`config.mk`:
```
export PLATFORM = sky130hd
export DESIGN_NAME = fifo_read_port
export DESIGN_NICKNAME = d
export VERILOG_FILES = /design/src/rtl/fifo_read_port.sv
export SDC_FILE = /design/constraint.sdc
export NUM_CORES = 1
export LEC_CHECK = 0
export ABC_AREA = 1
export CAP_MARGIN = 20
export CORE_MARGIN = 3
export CORE_UTILIZATION = 30
export CTS_BUF_LIST = sky130_fd_sc_hd__clkbuf_16
export DETAILED_ROUTE_END_ITERATION = 6
export SYNTH_ARGS = -nofsm -noshare
export SYNTH_HDL_FRONTEND = slang
export SYNTH_SLANG_ARGS = --single-unit
```
`constraint.sdc`:
```
create_clock -name rclk -period 1.75 [get_ports rclk]
set_clock_uncertainty 0.05 [all_clocks]
set_input_delay 0.35 -clock rclk [delete_from_list [all_inputs] [get_ports rclk]]
set_output_delay 0.35 -clock rclk [all_outputs]
set_load 0.1 [all_outputs]
```
`src/rtl/fifo_read_port.sv`:
```
// Read-domain controller for a dual-clock FIFO with a first-word-fall-through output.
// Optional: define FIFO_RD_LEVEL_EN to add the registered rlevel occupancy output.
module fifo_read_port #(
    parameter int DATASIZE = 8,
    parameter int ADDRSIZE = 4
) (
    input  logic                rclk,
    input  logic                rrst,
    input  logic [ADDRSIZE:0]   wptr_gray,
    input  logic [DATASIZE-1:0] mem_rdata,
    output logic [ADDRSIZE-1:0] raddr,
    output logic [ADDRSIZE:0]   rptr_gray,
    output logic                rempty,
    output logic [DATASIZE-1:0] rdata,
    output logic                rvalid,
`ifdef FIFO_RD_LEVEL_EN
    output logic [ADDRSIZE:0]   rlevel,
`endif
    input  logic                rready
);

    logic [ADDRSIZE:0] rbin;
    logic [ADDRSIZE:0] rbin_next;
    logic [ADDRSIZE:0] rgray_next;
    logic [ADDRSIZE:0] rq1;
    logic [ADDRSIZE:0] rq2;
    logic              pop;

    // Read the memory whenever a word is available and the output slot is free
    // or being emptied this cycle; this keeps one word per cycle sustained.
    assign pop        = !rempty && (!rvalid || rready);
    assign rbin_next  = rbin + {{ADDRSIZE{1'b0}}, pop};
    assign rgray_next = rbin_next ^ (rbin_next >> 1);
    assign raddr      = rbin[ADDRSIZE-1:0];

    // Two-flop synchronizer for the write pointer; Gray code keeps it single-bit-change.
    always_ff @(posedge rclk) begin
        if (rrst) begin
            rq1 <= '0;
            rq2 <= '0;
        end else begin
            rq1 <= wptr_gray;
            rq2 <= rq1;
        end
    end

    // Read pointer and empty flag; the compare includes the wrap MSB.
    always_ff @(posedge rclk) begin
        if (rrst) begin
            rbin      <= '0;
            rptr_gray <= '0;
            rempty    <= 1'b1;
        end else begin
            rbin      <= rbin_next;
            rptr_gray <= rgray_next;
            rempty    <= (rgray_next == rq2);
        end
    end

    // Output register: load on pop, drop valid when consumed with nothing behind it.
    always_ff @(posedge rclk) begin
        if (rrst) begin
            rdata  <= '0;
            rvalid <= 1'b0;
        end else if (pop) begin
            rdata  <= mem_rdata;
            rvalid <= 1'b1;
        end else if (rready) begin
            rvalid <= 1'b0;
        end
    end

`ifdef FIFO_RD_LEVEL_EN
    function automatic logic [ADDRSIZE:0] gray2bin(input logic [ADDRSIZE:0] g);
        logic [ADDRSIZE:0] b;
        b[ADDRSIZE] = g[ADDRSIZE];
        for (int i = ADDRSIZE - 1; i >= 0; i--) begin
            b[i] = b[i+1] ^ g[i];
        end
        return b;
    endfunction

    // Words still in memory, excluding the output register; lags writes by the sync delay.
    always_ff @(posedge rclk) begin
        if (rrst) begin
            rlevel <= '0;
        end else begin
            rlevel <= gray2bin(rq2) - rbin_next;
        end
    end
`endif

endmodule

```
==> results.yml, run 1 <==
outcome:
  status: "finished, final reports clean"
route:
  routed_wl_um: 2900
  drcViolationCount: 0
  wl_per_cell_um: 11.3
  avgViaCountPerCell: 4.48
  firstDrtPassIters: 4
  num_vias: 1151
  ant_nets: 0
  drt_iter0_markers: 103
grt:
  grt_pass1_wl_um: 5030
  gr-usage-met2_pct: 24.3
  grt_max_degree: 21
  grt_use_met3_pct: 4.99
  grt_overflow: 0
  grt_pass1_vias: 1156
  grt_util_met1_pct: 17.4
  grt_use_total_pct: 15.1
  antenna_found_initial: 0
  grt.busiest_layer: "met2"
timing:
  hold_viol_final: 0
  final.period_utilization_pct: 95.7
  setup_viol: 0
  fmax_ghz: 0.597
  slew_viol_final: 0
  rsz0062_at_grt: "no"
  whs_ps: 343
  period_minus_slack_ps: 1680
  slew-limit-headroom_pct: 82.9
  worst_pin_slew_ps: 257
logic_synthesis:
  synth_commonest_cells: "nor2_1, nand2_1, dfxtp_1"
  synthFlopType: "dfxtp_1"
  avgSynthCellArea_um2: 7.35
  ys_async_sr_fraction_pct: 0
  yosys_warnings: 0
  synth.top_cell.area_share_pct: 50.9
  yosys-top-cells-area: "dfxtp_1, nor2_1, nand2_1, inv_1, nand3_1"
  syn_area_um2: 1140
  syn_nets: 173
  yosys.area.top_type: "dfxtp_1"
  yosys_register_bits: 29
  ys_seq_area_share_pct: 50.9
  synth.most_common_cell: "nor2_1"
  syn_inst: 155
  post_synth_num_cell_types: 15
  synth_edf_count: 0
worst_setup_path:
  worst-path-max-fanout: 6
  start_kind: "flop"
  cp-startpoint: "rvalid$_SDFFE_PP0P_"
  crit_chain: "a21oi_4, ha_4, ha_4, inv_4, nand2_4, nand2_4, nand2_4, nand2_1, nand2_1, nand2_1, nor2_1, nand3_1, nand2_1"
  cp_slowest_cell: "dfxtp_4"
  crit_top_cell: "nand2_1"
  cp.required_ps: 1910
  reg2reg_setup_slack_ps: 70
  r2r_start: "rvalid$_SDFFE_PP0P_"
  reg2reg_depth: 13
  crit_type: "flop to flop"
  worstSetupEndpointType: "flop"
  r2r-end: "rempty$_SDFF_PP1_"
  cp.arrival_ps: 1830
  path_buf_inv: 1
  max_stage_delay_ps: 360
  critical-path-top-delay-family: "simple AND/OR/NAND/NOR gates"
clock_network:
  cts_sinks: 29
  cts_buffers: 5
  insertion_delay_ps: 270
  clockBufferDepth: 2
  clk_pin_slew_worst_paths_ps: 50
  postCtsHoldBufs: 0
  cts_tree: "done"
  cts_htree_levels: 2
  root_buffer: "clkbuf_16"
floorplanning:
  ios: 35
  rows: 21
  coreArea_um2: 3490
  initial_core_util_pct: 32.6
  dieWidth_um: 67.6
  die_h_um: 67.6
  die_area_um2: 4580
worst_hold_path:
  min_path_cells: 2
  hp-start: "rq1[2]$_SDFF_PP0_"
  holdPathEnd: "rq2[2]$_SDFF_PP0_"
  hp-class: "flop to flop"
power_and_ir_drop:
  power.density_nw_per_um2: 1750
  leakagePower_nw: 0.925
  finalPower_mw: 3.59
  vdd_ir_drop_max_v: 0.00127
cells_and_area:
  area_growth_pct: 80.5
  drive_gt1_share_pct: 29.4
  antenna_cells: 0
  layout.nets: 228
flow_run:
  drv_cap: 0
placement:
  hpwl_um: 2170
  place_congestion: 0.795
  port_buffers: 34
through the flow:
step / instance area, µm² / setup TNS [ps] / utilization [%] / worst slack (ps) / instances
2_1_floorplan: 1190 / 0 / - / 2.32 / 155
3_3_place_gp: 1880 / -1710 / 53.7 / -386 / 247
3_5_place_dp: 1880 / -2000 / 53.7 / -434 / 247
4_1_cts: 2060 / 0 / 58.9 / 76.8 / 257
5_1_grt: 2060 / 0 / 58.9 / 1.48 / 257
6_report: 2060 / 0 / 58.9 / 74.8 / 257
cells in the final DEF, fill, tap and decap left out:
cell	n
nand4_1	4
dfxtp_1	23
nand3_2	2
dlygate4sd2_1	1
nand2_4	3
buf_4	17
inv_2	2
ha_4	2
a21oi_4	1
dfxtp_2	3
inv_1	22
dfxtp_4	3
buf_12	19
clkbuf_16	5
nor2_1	32
nand2_1	28
a21oi_1	5
clkdlybuf4s50_1	14
nand3_1	10
nand2_2	3
nand3b_1	2
inv_4	2
o21ai_0	8
worst reg2reg max path, cell delays in order, from the launching register on:
cell	delay [ps]
dfxtp_4	360
a21oi_4	180
ha_4	180
ha_4	190
inv_4	50
nand2_4	80
nand2_4	70
nand2_4	80
nand2_1	40
nand2_1	50
nand2_1	50
nor2_1	110
nand3_1	80
nand2_1	50
how the worst max path moves through the flow:
stage / end / slack, ps / depth (start not counted)
finish: rempty$_SDFF_PP1_ / 70 / 13
global route: rempty$_SDFF_PP1_ / 1 / 12
CTS: rempty$_SDFF_PP1_ / 80 / 13
detailed placement: rempty$_SDFF_PP1_ / -430 / 14
global placement: rempty$_SDFF_PP1_ / -390 / 13
floorplan: rempty$_SDFF_PP1_ / 2 / 12
final cells by class:
| type | instances | area, µm² |
|---|---|---|
| multi-input combinational | 100 | 519 |
| clock buffer | 5 | 125 |
| fill | 287 | 1440 |
| sequential | 29 | 596 |
| tap | 46 | 57.6 |
| inverter | 23 | 91.3 |
| clock inverter | 3 | 11.3 |
| timing repair buffer | 51 | 657 |
sequential cells by signal, summed over array words and instances, names as in the netlist:
name / cells
rq2: 5
rbin: 4
rptr_gray: 5
rvalid: 1
rq1: 5
rempty: 1
rdata: 8
kinds of logic (layout without fill, tap and decap cells):
kind of cell    Yosys count  after routing  synth area share, %
compound gates           14             14                 6.48
fa+ha+maj                 2              2                 2.20
buf+inv                  26             82                 9.22
flops                    29             29                 50.9
simple gates             84             84                 31.2
layer usage:
layer,up-vias,share of wire [%]
li1,588,-
met1,533,42
met2,26,52
met3,4,4.7
met4,0,1.9
met5,-,0
report_power, final:
group	switching, mW	internal [mW]
logic	1.15	0.727
registers	0.144	0.805
clock network	0.260	0.507
what timing repair did:
| action | in CTS | in global routing |
|---|---|---|
| endpoints found under the setup margin | 4 | 0 |
| setup buffers | 2 | 0 |
| gates resized for setup | 10 | 0 |
No activity file was read; power rests on OpenSTA's default activity.
==> inputs of run 2 (changes only) <==
--- a/config.mk
+++ b/config.mk
@@ -11,6 +11,7 @@
 export CORE_UTILIZATION = 30
 export CTS_BUF_LIST = sky130_fd_sc_hd__clkbuf_16
 export DETAILED_ROUTE_END_ITERATION = 6
+export GPL_ROUTABILITY_DRIVEN = 1
 export SYNTH_ARGS = -nofsm -noshare
 export SYNTH_HDL_FRONTEND = slang
 export SYNTH_SLANG_ARGS = --single-unit
==> results of run 2 <==
Same layout as run 1: the final DEF is identical, and so are final timing and power.
